<file path="src/rtl/tx_packet_scheduler_if.sv">
// ---------------------------------------------------------------------------
// tx_packet_scheduler_if
//   Word-write / strobe bus between tx_packet_scheduler and tx_data_encoder.
//
//   o_Wr_Tx_Word      scheduler -> encoder  word write strobe
//   o_Tx_Word         scheduler -> encoder  16-bit word
//   o_Tx_Word_Cnt     scheduler -> encoder  words in this frame
//   o_Resp_Type       scheduler -> encoder  response type of this frame
//   o_Send_Re_Tx_Hdr  scheduler -> encoder  send 0xCE re-transmit header
//   o_Re_Tx_Response  scheduler -> encoder  resend the last frame
//   i_Tx_Busy         encoder -> scheduler  UART byte in progress
//
//   modport master : scheduler side
//   modport slave  : encoder side
// ---------------------------------------------------------------------------
interface tx_packet_scheduler_if;
    logic        o_Wr_Tx_Word;
    logic [15:0] o_Tx_Word;
    logic [3:0]  o_Tx_Word_Cnt;
    logic [3:0]  o_Resp_Type;
    logic        o_Send_Re_Tx_Hdr;
    logic        o_Re_Tx_Response;
    logic        i_Tx_Busy;

    modport master (
        output o_Wr_Tx_Word,
        output o_Tx_Word,
        output o_Tx_Word_Cnt,
        output o_Resp_Type,
        output o_Send_Re_Tx_Hdr,
        output o_Re_Tx_Response,
        input  i_Tx_Busy
    );

    modport slave (
        input  o_Wr_Tx_Word,
        input  o_Tx_Word,
        input  o_Tx_Word_Cnt,
        input  o_Resp_Type,
        input  o_Send_Re_Tx_Hdr,
        input  o_Re_Tx_Response,
        output i_Tx_Busy
    );
endinterface

</file>
<file path="src/rtl/tx_packet_scheduler.sv">
// ---------------------------------------------------------------------------
// tx_packet_scheduler
//   Stages up to MAX_WORDS response words and bursts them into the encoder as
//   one frame. Re-transmit header / response requests are queued and only
//   issued once the previous frame has left the UART, which is detected by
//   counting falling edges of the encoder busy flag, followed by a short
//   guard gap.
//
//   i_Clock, i_Reset     clock, synchronous active-high reset
//   i_Word_Wr, i_Word    stage one word per cycle
//   i_Send, i_Resp_Type  send staged words as one frame
//   i_Req_Re_Tx_Hdr      request 0xCE re-transmit header
//   i_Req_Re_Tx_Resp     request resend of the last frame
//   enc                  encoder bus (strobes out, busy in)
//   o_Ready              staging open and no send pending
//   o_Error              1-cycle pulse on a rejected request
//   o_Timeout            1-cycle pulse when a busy-edge wait is abandoned
// ---------------------------------------------------------------------------
module tx_packet_scheduler #(
    parameter int unsigned MAX_WORDS    = 3,
    parameter int unsigned TIMEOUT_CLKS = 8192,
    parameter int unsigned GUARD_CLKS   = 4
) (
    input  logic                         i_Clock,
    input  logic                         i_Reset,
    input  logic                         i_Word_Wr,
    input  logic [15:0]                  i_Word,
    input  logic                         i_Send,
    input  logic [3:0]                   i_Resp_Type,
    input  logic                         i_Req_Re_Tx_Hdr,
    input  logic                         i_Req_Re_Tx_Resp,
    tx_packet_scheduler_if.master        enc,
    output logic                         o_Ready,
    output logic                         o_Error,
    output logic                         o_Timeout
);

    localparam int unsigned CNT_W = $clog2(MAX_WORDS + 1);
    localparam int unsigned IDX_W = (MAX_WORDS > 1) ? $clog2(MAX_WORDS) : 1;
    localparam int unsigned TMO_W = $clog2(TIMEOUT_CLKS + 1);
    localparam int unsigned GRD_W = $clog2(GUARD_CLKS + 1);

    localparam logic [1:0] S_IDLE  = 2'd0;
    localparam logic [1:0] S_BURST = 2'd1;
    localparam logic [1:0] S_WAIT  = 2'd2;
    localparam logic [1:0] S_GUARD = 2'd3;

    logic [1:0]       r_state;
    logic [15:0]      r_stage [MAX_WORDS];
    logic [CNT_W-1:0] r_count;
    logic [IDX_W-1:0] r_idx;
    logic             r_pend_send;
    logic             r_pend_hdr;
    logic             r_pend_resp;
    logic [3:0]       r_resp_type;
    logic             r_have_last;
    logic [4:0]       r_last_bytes;
    logic [4:0]       r_expected;
    logic [4:0]       r_edge_cnt;
    logic [TMO_W-1:0] r_tmo_cnt;
    logic [GRD_W-1:0] r_guard_cnt;
    logic             r_busy_d;

    logic             w_ready;
    logic             w_word_ok;
    logic             w_send_ok;
    logic             w_fall;
    logic [IDX_W-1:0] w_wr_idx;
    logic [IDX_W-1:0] w_last_idx;
    logic [4:0]       w_frame_bytes;

    assign w_ready   = (r_state != S_BURST) && !r_pend_send;
    assign w_word_ok = i_Word_Wr && w_ready && (r_count < CNT_W'(MAX_WORDS));
    // A word written in the same cycle as i_Send counts towards the frame.
    assign w_send_ok = i_Send && w_ready && ((r_count != '0) || w_word_ok);
    assign w_fall    = r_busy_d & ~enc.i_Tx_Busy;
    assign w_wr_idx  = IDX_W'(r_count);
    assign w_last_idx    = IDX_W'(r_count - CNT_W'(1));
    // Encoder frame = header + type + count + 2 bytes/word.
    assign w_frame_bytes = (5'(r_count) << 1) + 5'd3;
    assign o_Ready   = w_ready;

    always_ff @(posedge i_Clock) begin
        if (i_Reset) begin
            r_state              <= S_IDLE;
            for (int unsigned i = 0; i < MAX_WORDS; i++) r_stage[i] <= '0;
            r_count              <= '0;
            r_idx                <= '0;
            r_pend_send          <= 1'b0;
            r_pend_hdr           <= 1'b0;
            r_pend_resp          <= 1'b0;
            r_resp_type          <= '0;
            r_have_last          <= 1'b0;
            r_last_bytes         <= '0;
            r_expected           <= '0;
            r_edge_cnt           <= '0;
            r_tmo_cnt            <= '0;
            r_guard_cnt          <= '0;
            r_busy_d             <= 1'b0;
            enc.o_Wr_Tx_Word     <= 1'b0;
            enc.o_Tx_Word        <= '0;
            enc.o_Tx_Word_Cnt    <= '0;
            enc.o_Resp_Type      <= '0;
            enc.o_Send_Re_Tx_Hdr <= 1'b0;
            enc.o_Re_Tx_Response <= 1'b0;
            o_Error              <= 1'b0;
            o_Timeout            <= 1'b0;
        end else begin
            r_busy_d             <= enc.i_Tx_Busy;
            enc.o_Wr_Tx_Word     <= 1'b0;
            enc.o_Send_Re_Tx_Hdr <= 1'b0;
            enc.o_Re_Tx_Response <= 1'b0;
            o_Timeout            <= 1'b0;
            o_Error              <= (i_Word_Wr && !w_word_ok) || (i_Send && !w_send_ok);

            if (w_word_ok) begin
                r_stage[w_wr_idx] <= i_Word;
                r_count           <= r_count + CNT_W'(1);
            end
            if (w_send_ok) begin
                r_pend_send <= 1'b1;
                r_resp_type <= i_Resp_Type;
            end
            // Set first; a clear while servicing below wins, so a repeat
            // arriving in the service cycle merges with the one being issued.
            if (i_Req_Re_Tx_Hdr)  r_pend_hdr  <= 1'b1;
            if (i_Req_Re_Tx_Resp) r_pend_resp <= 1'b1;

            case (r_state)
                S_IDLE: begin
                    if (r_pend_hdr) begin
                        enc.o_Send_Re_Tx_Hdr <= 1'b1;
                        r_pend_hdr           <= 1'b0;
                        r_expected           <= 5'd1;
                        r_edge_cnt           <= '0;
                        r_tmo_cnt            <= '0;
                        r_state              <= S_WAIT;
                    end else if (r_pend_resp) begin
                        r_pend_resp <= 1'b0;
                        if (r_have_last) begin
                            enc.o_Re_Tx_Response <= 1'b1;
                            r_expected           <= r_last_bytes;
                            r_edge_cnt           <= '0;
                            r_tmo_cnt            <= '0;
                            r_state              <= S_WAIT;
                        end else begin
                            o_Error <= 1'b1;
                        end
                    end else if (r_pend_send) begin
                        r_idx   <= '0;
                        r_state <= S_BURST;
                    end
                end
                S_BURST: begin
                    enc.o_Wr_Tx_Word  <= 1'b1;
                    enc.o_Tx_Word     <= r_stage[r_idx];
                    enc.o_Tx_Word_Cnt <= 4'(r_count);
                    enc.o_Resp_Type   <= r_resp_type;
                    r_idx             <= r_idx + IDX_W'(1);
                    if (r_idx == w_last_idx) begin
                        r_expected   <= w_frame_bytes;
                        r_last_bytes <= w_frame_bytes;
                        r_have_last  <= 1'b1;
                        r_count      <= '0;
                        r_pend_send  <= 1'b0;
                        r_edge_cnt   <= '0;
                        r_tmo_cnt    <= '0;
                        r_state      <= S_WAIT;
                    end
                end
                S_WAIT: begin
                    if (w_fall) begin
                        r_tmo_cnt <= '0;
                        if (r_edge_cnt + 5'd1 == r_expected) begin
                            r_guard_cnt <= '0;
                            r_state     <= S_GUARD;
                        end else begin
                            r_edge_cnt <= r_edge_cnt + 5'd1;
                        end
                    end else if (r_tmo_cnt == TMO_W'(TIMEOUT_CLKS - 1)) begin
                        o_Timeout   <= 1'b1;
                        r_guard_cnt <= '0;
                        r_state     <= S_GUARD;
                    end else begin
                        r_tmo_cnt <= r_tmo_cnt + TMO_W'(1);
                    end
                end
                S_GUARD: begin
                    if (r_guard_cnt == GRD_W'(GUARD_CLKS - 1)) begin
                        r_state <= S_IDLE;
                    end else begin
                        r_guard_cnt <= r_guard_cnt + GRD_W'(1);
                    end
                end
                default: r_state <= S_IDLE;
            endcase
        end
    end

endmodule
</file>
<file path="src/flat_wrapper.sv">
// flat-port wrapper written by rule: the top's interface ports become plain ports
module tx_packet_scheduler_flat 
#(
    parameter int unsigned MAX_WORDS    = 3,
    parameter int unsigned TIMEOUT_CLKS = 8192,
    parameter int unsigned GUARD_CLKS   = 4
)
  (i_Clock, i_Reset, i_Word_Wr, i_Word, i_Send, i_Resp_Type, i_Req_Re_Tx_Hdr, i_Req_Re_Tx_Resp, o_Ready, o_Error, o_Timeout, enc_o_Wr_Tx_Word, enc_o_Tx_Word, enc_o_Tx_Word_Cnt, enc_o_Resp_Type, enc_o_Send_Re_Tx_Hdr, enc_o_Re_Tx_Response, enc_i_Tx_Busy);
  tx_packet_scheduler_if enc_i ();
  input  logic i_Clock;
  input  logic i_Reset;
  input  logic i_Word_Wr;
  input  logic [15:0] i_Word;
  input  logic i_Send;
  input  logic [3:0] i_Resp_Type;
  input  logic i_Req_Re_Tx_Hdr;
  input  logic i_Req_Re_Tx_Resp;
  output logic o_Ready;
  output logic o_Error;
  output logic o_Timeout;
  output wire logic [$bits(enc_i.o_Wr_Tx_Word)-1:0] enc_o_Wr_Tx_Word;
  output wire logic [$bits(enc_i.o_Tx_Word)-1:0] enc_o_Tx_Word;
  output wire logic [$bits(enc_i.o_Tx_Word_Cnt)-1:0] enc_o_Tx_Word_Cnt;
  output wire logic [$bits(enc_i.o_Resp_Type)-1:0] enc_o_Resp_Type;
  output wire logic [$bits(enc_i.o_Send_Re_Tx_Hdr)-1:0] enc_o_Send_Re_Tx_Hdr;
  output wire logic [$bits(enc_i.o_Re_Tx_Response)-1:0] enc_o_Re_Tx_Response;
  input wire logic [$bits(enc_i.i_Tx_Busy)-1:0] enc_i_Tx_Busy;
  assign enc_o_Wr_Tx_Word = enc_i.o_Wr_Tx_Word;
  assign enc_o_Tx_Word = enc_i.o_Tx_Word;
  assign enc_o_Tx_Word_Cnt = enc_i.o_Tx_Word_Cnt;
  assign enc_o_Resp_Type = enc_i.o_Resp_Type;
  assign enc_o_Send_Re_Tx_Hdr = enc_i.o_Send_Re_Tx_Hdr;
  assign enc_o_Re_Tx_Response = enc_i.o_Re_Tx_Response;
  assign enc_i.i_Tx_Busy = enc_i_Tx_Busy;
  tx_packet_scheduler #(.MAX_WORDS(MAX_WORDS), .TIMEOUT_CLKS(TIMEOUT_CLKS), .GUARD_CLKS(GUARD_CLKS)) u_core (.i_Clock(i_Clock), .i_Reset(i_Reset), .i_Word_Wr(i_Word_Wr), .i_Word(i_Word), .i_Send(i_Send), .i_Resp_Type(i_Resp_Type), .i_Req_Re_Tx_Hdr(i_Req_Re_Tx_Hdr), .i_Req_Re_Tx_Resp(i_Req_Re_Tx_Resp), .enc(enc_i), .o_Ready(o_Ready), .o_Error(o_Error), .o_Timeout(o_Timeout));
endmodule
</file>
<file path="config.mk">
export PLATFORM = sky130hd
export DESIGN_NAME = tx_packet_scheduler_flat
export DESIGN_NICKNAME = d
export VERILOG_FILES = /design/src/rtl/tx_packet_scheduler_if.sv /design/src/rtl/tx_packet_scheduler.sv /design/src/flat_wrapper.sv
export SDC_FILE = /design/constraint.sdc
export NUM_CORES = 1
export LEC_CHECK = 0
export BUFFER_PORTS_ARGS = -buffer_cell sky130_fd_sc_hd__buf_4
export CORE_ASPECT_RATIO = 0.7
export CORE_UTILIZATION = 59
export CTS_CLUSTER_DIAMETER = 30
export CTS_CLUSTER_SIZE = 24
export DETAILED_ROUTE_END_ITERATION = 10
export PLACE_DENSITY = 0.87
export SETUP_SLACK_MARGIN = 0.2
export SYNTH_ARGS = -nofsm -noshare
export SYNTH_HDL_FRONTEND = slang
export SYNTH_SLANG_ARGS = --single-unit
</file>
<file path="constraint.sdc">
create_clock -name i_Clock -period 3.5 [get_ports i_Clock]
set_clock_uncertainty 0.05 [all_clocks]
set_input_delay 0.175 -clock i_Clock [delete_from_list [all_inputs] [get_ports i_Clock]]
set_output_delay 0.175 -clock i_Clock [all_outputs]
set_load 0.03 [all_outputs]
</file>
==> flow_summary.json, run 1 <==
{
  "cts_sinks": 135,
  "drt_iter0_drc": 506,
  "cts_tree": "done",
  "synth_compound_area_share_pct": 7.42,
  "ys_warn_count": 0,
  "synth_edf_count": 64,
  "synth-main-ff-cell": "dfxtp_1",
  "ant_nets": 0,
  "dieWidth_um": 123,
  "syn_area_sq_mm": 0.00604,
  "rr_worst_depth": 7,
  "hold_end": "u_core.o_Error",
  "grtUsageTotal_pct": 28.4,
  "drv_slew": 0,
  "placed_cell_area_sq_mm": 0.00656,
  "arrival_ps": 3340,
  "synth_seq_area_share_pct": 55.4,
  "cts_max_level": 4,
  "num_vias": 4620,
  "nets": 648,
  "grt_setup_unrepaired": "no",
  "cp_max_fo": 18,
  "finalWorstPathRequiredPeriod_ps": 3060,
  "hpwl_um": 8240,
  "num_rows": 30,
  "timing.rr.start": "u_core.r_count[0]",
  "drt_wl_total_um": 14300,
  "root_buffer": "clkbuf_16",
  "power.leakage_nw": 2.92,
  "cts_made_buffers": 17,
  "synth_top_family_by_area": "simple AND/OR/NAND/NOR gates",
  "hold_depth": 3,
  "drive_gt1_share_pct": 19.0,
  "synth_top_area_share_pct": 31.8,
  "max_cap_viol_count": 0,
  "die-height_um": 86.6,
  "reg2reg_to": "u_core.r_tmo_cnt[11]",
  "synth_seq_cells": 135,
  "yosys.area_share.xor_xnor_pct": 1.41,
  "antenna_cells": 0,
  "cts_setup_buffers": 0,
  "synthSimpleGateAreaFrac_pct": 18.4,
  "core-area_sq_mm": 0.00983,
  "syn_inst": 525,
  "yosys.cell_types.count": 54,
  "hold_viol_final": 0,
  "crit_required_ps": 3770,
  "areaGrowthSynthToFinish_pct": 23.0,
  "wire_per_inst_um": 19.1,
  "start_util_pct": 61.4,
  "cp-end-kind": "flop",
  "start_kind": "flop",
  "grt_remaining_overflow": 0,
  "slew_headroom_pct": 44.0,
  "stdcell_count": 750,
  "fin_area_sq_mm": 0.00743,
  "ir_drop_mv": 0.403,
  "grt_pass1_wl_um": 22300,
  "drc": 0,
  "tns_ps": 0,
  "synth.largest_area_cell": "edfxtp_1",
  "critical_path_class": "reg -> reg",
  "drt_first_pass_iters": 6,
  "cts_max_path_buffers": 2,
  "clock_latency_ps": 410,
  "antenna_found_initial": 0,
  "first_global_vias": 4397,
  "dieArea_sq_mm": 0.0106,
  "max_freq_mhz": 326,
  "powerDensity_mw_per_mm2": 681,
  "rrSetupSlack_ps": 440,
  "setup_viol": 0,
  "avgSynthCellArea_sq_um": 11.5,
  "final.period_utilization_pct": 87.6,
  "worst_pin_slew_ps": 838,
  "finish.utilization_pct": 75.5,
  "status": "completed",
  "cts.reportedPaths.clkPinSlew_ps": 60,
  "synthTopCellsByArea": "edfxtp_1 (32%), dfxtp_1 (24%), mux4_2 (6.0%)",
  "globalplace.congestion": 0.846,
  "num_io_pins": 57,
  "vias_per_cell": 6.16,
  "hold_class": "in -> reg",
  "grt_max_degree": 60,
  "portBuffers": 54,
  "synthMuxAreaShare_pct": 11.8,
  "synth_fa_ha_area_share_pct": 2.49,
  "min-delay-start": "i_Word_Wr",
  "placed_cells": 694,
  "async_reset_ff_share_pct": 0
}
[power by group]
part	internal [W]	switching, W
clock	0.00120	0.000693
combinational	0.000438	0.000771
sequential	0.00185	0.000112
[registers in the layout, summed over array words and instances (netlist names), 2 cells and up]
| signal | flops |
|---|---|
| u_core.enc.o_Resp_Type | 4 |
| u_core.enc.o_Tx_Word | 16 |
| u_core.enc.o_Tx_Word_Cnt | 2 |
| u_core.r_count | 2 |
| u_core.r_edge_cnt | 5 |
| u_core.r_expected | 4 |
| u_core.r_guard_cnt | 3 |
| u_core.r_idx | 2 |
| u_core.r_last_bytes | 4 |
| u_core.r_resp_type | 4 |
| u_core.r_stage | 64 |
| u_core.r_state | 2 |
| u_core.r_tmo_cnt | 14 |
[critical path: stages, from the launching register on]
cell and delay (ps):
dfxtp_1 520, inv_1 160, ha_1 420, xor2_2 280, a21boi_2 150, or3_1 600
or4b_1 590, a21oi_1 210
[cells in the mapped netlist (2+ instances only)]
cell type,instances
dfxtp_1,71
edfxtp_1,64
and3_1,51
nor2_1,47
mux2i_1,35
nand2_1,31
a21oi_1,25
clkbuf_1,21
mux4_2,16
ha_1,12
inv_1,12
nand3_1,10
nor3_1,10
nand2b_1,9
o21ai_0,8
or3_1,8
buf_1,7
o31ai_1,7
or4_1,6
a211oi_1,5
nor2b_1,5
nor3b_1,5
nor4_1,5
buf_2,4
nand4_1,4
or4b_1,4
xnor2_1,4
a31oi_1,3
o211ai_1,3
o41ai_1,3
buf_4,2
nand3b_1,2
nand4b_1,2
or3b_2,2
xor2_1,2
xor2_2,2
[layout make-up]
| class | count | area (sq um) |
|---|---|---|
| clock buffer | 17 | 425 |
| timing repair buffer | 82 | 676 |
| fill | 554 | 2410 |
| clock inverter | 15 | 201 |
| tap | 128 | 160 |
| sequential | 135 | 3340 |
| multi-input combinational | 361 | 2580 |
| inverter | 12 | 45.0 |
[cell usage in the layout, fill, tap and decap left out, drive strengths merged, types with 5 or more instances in the layout]
cell,count
nor2,47
a21oi,25
nor4,5
clkbuf,17
mux2i,35
nand3,10
or3,8
nand2,31
or4b,5
nor3b,5
buf,58
nor2b,5
o21ai,8
a211oi,5
and3,52
nor3,10
o31ai,7
dlygate4sd3,24
mux4,16
clkinv,6
nand2b,9
dfxtp,71
conb,18
inv,15
edfxtp,64
ha,12
or4,6
[repair_timing]
item | in CTS | in global routing
hold endpoints to repair | 24 | 0
setup endpoints to repair | 0 | 0
gates resized for setup | 0 | 0
hold buffers | 24 | 0
[routing by layer]
layer	routed length, um	global-route usage, %
met5	0	0
met4	292	8.87
met3	1220	8.88
met2	6740	45.9
met1	6040	36.7
[kinds of logic (layout without fill, tap and decap cells)]
kind of cell	Yosys count	after routing
buf+inv	46	126
flops	135	135
simple gates	205	205
xor+xnor	8	8
mux	51	51
fa+ha+maj	12	12
other cells	1	18
compound gates	67	67
[metrics by stage]
stage          worst slack, ps  power (W)  hold WS [ps]
5_1_grt                    352    0.00525          51.8
3_3_place_gp               759    0.00306           323
3_5_place_dp               670    0.00311           326
2_1_floorplan              984    0.00279           224
6_report                   435    0.00506          38.7
4_1_cts                    492    0.00504          19.7
[worst max path at each step]
stage	startpoint	end
after global placement	u_core.r_count[0]	u_core.r_edge_cnt[2]
after detailed placement	u_core.r_count[0]	u_core.r_edge_cnt[2]
final	u_core.r_count[0]	u_core.r_tmo_cnt[11]
after CTS	u_core.r_count[0]	u_core.r_tmo_cnt[11]
after floorplan	u_core.r_count[0]	u_core.r_tmo_cnt[10]
after global routing	u_core.r_count[0]	u_core.r_tmo_cnt[11]
No activity file was read; power rests on OpenSTA's default activity.
==> inputs of run 2 (changes only) <==
--- a/config.mk
+++ b/config.mk
@@ -5,7 +5,7 @@
 export SDC_FILE = /design/constraint.sdc
 export NUM_CORES = 1
 export LEC_CHECK = 0
-export BUFFER_PORTS_ARGS = -buffer_cell sky130_fd_sc_hd__buf_4
+export BUFFER_PORTS_ARGS = -buffer_cell sky130_fd_sc_hd__clkbuf_2
 export CORE_ASPECT_RATIO = 0.7
 export CORE_UTILIZATION = 59
 export CTS_CLUSTER_DIAMETER = 30
==> run 2 against run 1 <==
Die area unchanged; power down 2.2%; global-route usage up 2.6 points; highest routed layer unchanged; largest cell class unchanged; critical path type unchanged; combinational power about the same.
==> flow_summary.json, run 2 (same netlist as run 1, synthesis figures left out) <==
{
  "areaGrowthSynthToFinish_pct": 20.3,
  "cts_sinks": 135,
  "fillers": 613,
  "grtUsageTotal_pct": 31.1,
  "num_rows": 30,
  "hold_viol_final": 0,
  "drt_first_pass_iters": 5,
  "antenna_cells": 0,
  "ir_drop_mv": 0.473,
  "ant_nets": 0,
  "nets": 649,
  "largest_register_ffs": 64,
  "drv_slew": 0,
  "portBuffers": 54,
  "reg2reg_to": "u_core.r_tmo_cnt[0]",
  "wl_met1_um": 6190,
  "wire_per_inst_um": 20.7,
  "vias_per_cell": 6.36,
  "die-height_um": 86.6,
  "num_io_pins": 57,
  "finalWorstPathRequiredPeriod_ps": 3100,
  "path_cells": "inv_1 -> ha_1 -> xor2_2 -> a21boi_2 -> or3_1 -> or4b_1 -> a21oi_1",
  "slowest_stage": "or3_1",
  "placed_cells": 695,
  "cp-end-kind": "flop",
  "antenna_found_initial": 0,
  "cts_made_buffers": 17,
  "critPathTopFamily": "simple AND/OR/NAND/NOR gates",
  "setup_viol": 0,
  "crit_path_max_incr_delay_ps": 620,
  "biggestRegsByFlops": "u_core.r_stage (64), u_core.enc.o_Tx_Word (16), u_core.r_tmo_cnt (14)",
  "timing.rr.start": "u_core.r_count[0]",
  "start_util_pct": 61.4,
  "crit_required_ps": 3770,
  "grt_max_degree": 49,
  "power.leakage_nw": 2.87,
  "rr_worst_depth": 7,
  "dieWidth_um": 123,
  "num_vias": 4774,
  "final_common_cell": "dfxtp_1",
  "cp_max_fo": 18,
  "grt_pass1_wl_um": 24100,
  "switchingPower_w": 0.00162,
  "final.setup.worst_slack_ps": 398,
  "min-delay-start": "i_Word_Wr",
  "max_freq_mhz": 322,
  "cp_num_cells": 7,
  "hold_class": "in -> reg",
  "top_layer_used": "met4",
  "place_ws_ps": 636,
  "cts.reportedPaths.clkPinSlew_ps": 60,
  "drt_iter0_drc": 627,
  "slew_headroom_pct": 39.4,
  "drive_gt1_share_pct": 18.9,
  "max_cap_viol_count": 0,
  "power_w": 0.00494,
  "start_kind": "flop",
  "grt_setup_unrepaired": "no",
  "hold_depth": 3,
  "intPower_w": 0.00333,
  "top_register": "u_core.r_stage",
  "rrSetupSlack_ps": 400,
  "stdcell_count": 751,
  "globalplace.congestion": 0.861,
  "finish.utilization_pct": 73.8,
  "powerDensity_mw_per_mm2": 681,
  "worst_pin_slew_ps": 907,
  "cts_max_level": 4,
  "multiInputGateArea_sq_mm": 0.00258,
  "cts_max_path_buffers": 2,
  "wl_met3_um": 1370,
  "critical_path_class": "reg -> reg",
  "met2_length_um": 7370,
  "p_seq_share_pct": 39.8,
  "seq_area_sq_mm": 0.00334,
  "arrival_ps": 3370,
  "hold_end": "u_core.o_Error",
  "comb_power_share_pct": 24.0,
  "tns_ps": 0,
  "drc": 0,
  "core-area_sq_mm": 0.00983,
  "hpwl_um": 8570,
  "clock_latency_ps": 420,
  "status": "completed",
  "final.period_utilization_pct": 88.6,
  "switching_share_pct": 32.7,
  "dieArea_sq_mm": 0.0106,
  "layout_common_cells": "dfxtp_1 (71), edfxtp_1 (64), clkbuf_2 (54)",
  "drt_wl_total_um": 15600,
  "p_clk_share_pct": 36.1,
  "first_global_vias": 4560,
  "cts_tree": "done",
  "worstPathBufferInverterCount": 1,
  "grt_remaining_overflow": 0,
  "root_buffer": "clkbuf_16"
}
[run 2: changes by cell type in the layout (fill, tap and decap cells not counted)]
| cell | before | now |
|---|---|---|
| clkinv_4 | 3 | 2 |
| clkbuf_2 | 0 | 54 |
| buf_4 | 58 | 5 |
| clkbuf_1 | 0 | 1 |
| clkbuf_8 | 0 | 1 |
| clkinv_2 | 2 | 1 |
| clkinvlp_4 | 2 | 3 |
| inv_6 | 3 | 4 |
| bufinv_16 | 4 | 2 |
[run 2: tightest hold or removal path: stages]
cell and delay (ps):
clkbuf_2 100, a21oi_1 60, a21oi_1 130
[run 2: timing repair]
item / 4_1_cts / 5_1_grt
setup endpoints to repair: 0 / 0
gates resized for setup: 0 / 0
hold buffers: 24 / 0
hold endpoints to repair: 24 / 0
buffers inserted: 0 / 0
[run 2: worst max-delay path by stage]
stage | endpoint | slack [ps] | startpoint
global route | u_core.r_tmo_cnt[11] | 220 | u_core.r_count[0]
global placement | u_core.r_edge_cnt[2] | 760 | u_core.r_count[0]
CTS | u_core.r_tmo_cnt[0] | 510 | u_core.r_count[0]
detailed placement | u_core.r_edge_cnt[2] | 640 | u_core.r_count[0]
floorplan | u_core.r_tmo_cnt[10] | 980 | u_core.r_count[0]
finish | u_core.r_tmo_cnt[0] | 400 | u_core.r_count[0]
[run 2: routing by layer]
metal  up-vias  track usage, %
met1      2288            40.0
met2       317            48.3
met3        64            7.76
met5         -               0
li1       2105               -
met4         0            17.4
[run 2: layout make-up]
type	count	share of cell area [%]
multi-input combinational	361	35.5
timing repair buffer	83	7.55
clock buffer	19	6.10
clock inverter	13	1.98
inverter	12	0.620
sequential	135	46.0
tap	128	2.21
[run 2: metrics by stage]
stage,instance area (sq um),hold WS (ps)
after floorplan,6100,224
after global placement,6430,336
after detailed placement,6430,344
after CTS,7260,22.3
after global routing,7260,82.9
final,7260,40.6
[run 2: power by group through the flow]
stage	logic, W	clock network, W	registers (W)
4_1_cts	0.00115	0.00179	0.00196
5_1_grt	0.00127	0.00186	0.00198
3_3_place_gp	0.00105	0	0.00197
3_5_place_dp	0.00110	0	0.00198
6_report	0.00119	0.00179	0.00197
2_1_floorplan	0.000760	0	0.00203
==> inputs of run 3 (changes only) <==
--- a/config.mk
+++ b/config.mk
@@ -7,11 +7,11 @@
 export LEC_CHECK = 0
 export BUFFER_PORTS_ARGS = -buffer_cell sky130_fd_sc_hd__clkbuf_2
 export CORE_ASPECT_RATIO = 0.7
-export CORE_UTILIZATION = 59
+export CORE_UTILIZATION = 47
 export CTS_CLUSTER_DIAMETER = 30
 export CTS_CLUSTER_SIZE = 24
 export DETAILED_ROUTE_END_ITERATION = 10
-export PLACE_DENSITY = 0.87
+export PLACE_DENSITY = 0.74
 export SETUP_SLACK_MARGIN = 0.2
 export SYNTH_ARGS = -nofsm -noshare
 export SYNTH_HDL_FRONTEND = slang
==> constraint.sdc (replaced) <==
create_clock -name i_Clock -period 3 [get_ports i_Clock]
set_clock_uncertainty 0.05 [all_clocks]
set_input_delay 0.15 -clock i_Clock [delete_from_list [all_inputs] [get_ports i_Clock]]
set_output_delay 0.15 -clock i_Clock [all_outputs]
set_load 0.03 [all_outputs]
==> run 3 against run 2 <==
Setup slack worse by 35 ps; global-route usage is 9.7 points lower; maximum frequency is 18% higher; non-clock buffer count is 11 higher; critical path type unchanged.
==> flow_summary.json, run 3 (same netlist as run 1, synthesis figures left out) <==
{
  "status": "completed",
  "layout_common_cells": "dfxtp_1 (71), edfxtp_1 (64), clkbuf_2 (54)",
  "fillers": 1001,
  "cp_max_fo": 5,
  "finalWorstPathRequiredPeriod_ps": 2640,
  "hpwl_um": 8590,
  "hold_ws_ps": 51.0,
  "cts_max_path_buffers": 2,
  "power.leakage_nw": 2.93,
  "slew_headroom_pct": 49.5,
  "drt_wl_total_um": 13200,
  "grt_setup_unrepaired": "no",
  "clock_latency_ps": 420,
  "powerDensity_mw_per_mm2": 770,
  "ant_nets": 0,
  "root_buffer": "clkbuf_16",
  "crit_path_max_incr_delay_ps": 640,
  "num_io_pins": 57,
  "final_common_cell": "dfxtp_1",
  "crit_required_ps": 3290,
  "slowest_stage": "a2111oi_2",
  "drv_slew": 0,
  "cts_max_level": 4,
  "drive_gt1_share_pct": 20.8,
  "antenna_found_initial": 0,
  "max_freq_mhz": 379,
  "nets": 660,
  "critical_path_class": "reg -> reg",
  "areaGrowthSynthToFinish_pct": 22.3,
  "hold_viol_final": 0,
  "core-area_sq_mm": 0.0125,
  "tns_ps": 0,
  "drt_first_pass_iters": 5,
  "start_kind": "flop",
  "worstPathBufferInverterCount": 0,
  "grt_remaining_overflow": 0,
  "seq_area_sq_mm": 0.00334,
  "critPathTopFamily": "compound AO/OA/AOI/OAI gates",
  "hold_class": "in -> reg",
  "multiInputGateArea_sq_mm": 0.00259,
  "dieArea_sq_mm": 0.0133,
  "drt_iter0_drc": 268,
  "ir_drop_mv": 0.676,
  "biggestRegsByFlops": "u_core.r_stage (64), u_core.enc.o_Tx_Word (16), u_core.r_tmo_cnt (14)",
  "start_util_pct": 48.4,
  "first_global_vias": 4360,
  "cts_tree": "done",
  "num_rows": 34,
  "grt_pass1_wl_um": 21600,
  "setup_viol": 0,
  "grtUsageTotal_pct": 21.4,
  "antenna_cells": 0,
  "globalplace.congestion": 0.842,
  "max_cap_viol_count": 0,
  "vias_per_cell": 5.54,
  "cts_sinks": 135,
  "grt_max_degree": 34,
  "top_register": "u_core.r_stage",
  "path_cells": "ha_1 -> nand3_1 -> or3b_2 -> a2111oi_2 -> o31a_1 -> mux2i_1",
  "cts_setup_buffers": 0,
  "cts.reportedPaths.clkPinSlew_ps": 60,
  "cp-end-kind": "flop",
  "drc": 0,
  "die-height_um": 96.8,
  "arrival_ps": 2930,
  "wire_per_inst_um": 16.5,
  "portBuffers": 54,
  "num_vias": 4413,
  "final.period_utilization_pct": 87.9,
  "largest_register_ffs": 64,
  "cts_made_buffers": 17,
  "dieWidth_um": 137,
  "worst_pin_slew_ps": 757
}
==> run 3: area by class of cell <==
class,instances,share of cell area (%)
clock buffers,17,5.76
clock inverters,15,2.07
inverters,12,0.610
multi-input cells,361,35.0
flip-flops and latches,135,45.3
well taps,162,2.74
repair buffers,94,8.54
==> run 3: final timing paths <==
kind	start	end	slack [ps]	cells after the start
worst max-delay path	u_core.r_edge_cnt[0]	u_core.r_guard_cnt[2]	360	6
worst min-delay path	i_Word_Wr	u_core.o_Error	50	3
worst max register to register	u_core.r_edge_cnt[0]	u_core.r_guard_cnt[2]	360	6
worst min register to register	u_core.r_last_bytes[3]	u_core.r_last_bytes[3]	410	2
==> run 3: stage by stage <==
step / cell area, sq um / cells / utilization, % / power, W / worst slack [ps]
after global placement: 6560 / 740 / 52.6 / 0.00358 / 410
after detailed placement: 6560 / 740 / 52.6 / 0.00364 / 264
final: 7390 / 796 / 59.3 / 0.00569 / 363
after floorplan: 6100 / 542 / - / 0.00325 / 484
after global routing: 7390 / 796 / 59.3 / 0.00595 / 207
after CTS: 7380 / 796 / 59.2 / 0.00570 / 264
==> run 3: worst reg2reg max path, cell delays in order (launching register included) <==
cell and delay [ps]:
dfxtp_1 420, ha_1 310, nand3_1 140, or3b_2 510, a2111oi_2 640, o31a_1 300, mux2i_1 210
==> run 3: timing repair <==
item / 4_1_cts / 5_1_grt
endpoints found under the hold margin: 24 / 0
setup endpoints to repair: 0 / 8
resized for setup: 0 / 2
hold buffers: 24 / 0
==> run 3: power by group <==
part	switching (W)	internal [W]
Sequential	0.000106	0.00215
Combinational	0.000880	0.000520
Clock	0.000803	0.00123
Total	0.00179	0.00390
==> run 3: per-layer routing <==
metal,up-vias,track usage (%),part of all wire (%)
met4,0,7.86,1.2
met1,2147,28.9,47
met2,125,33.2,47
met3,15,5.03,4.8
li1,2126,-,-
met5,-,0,0
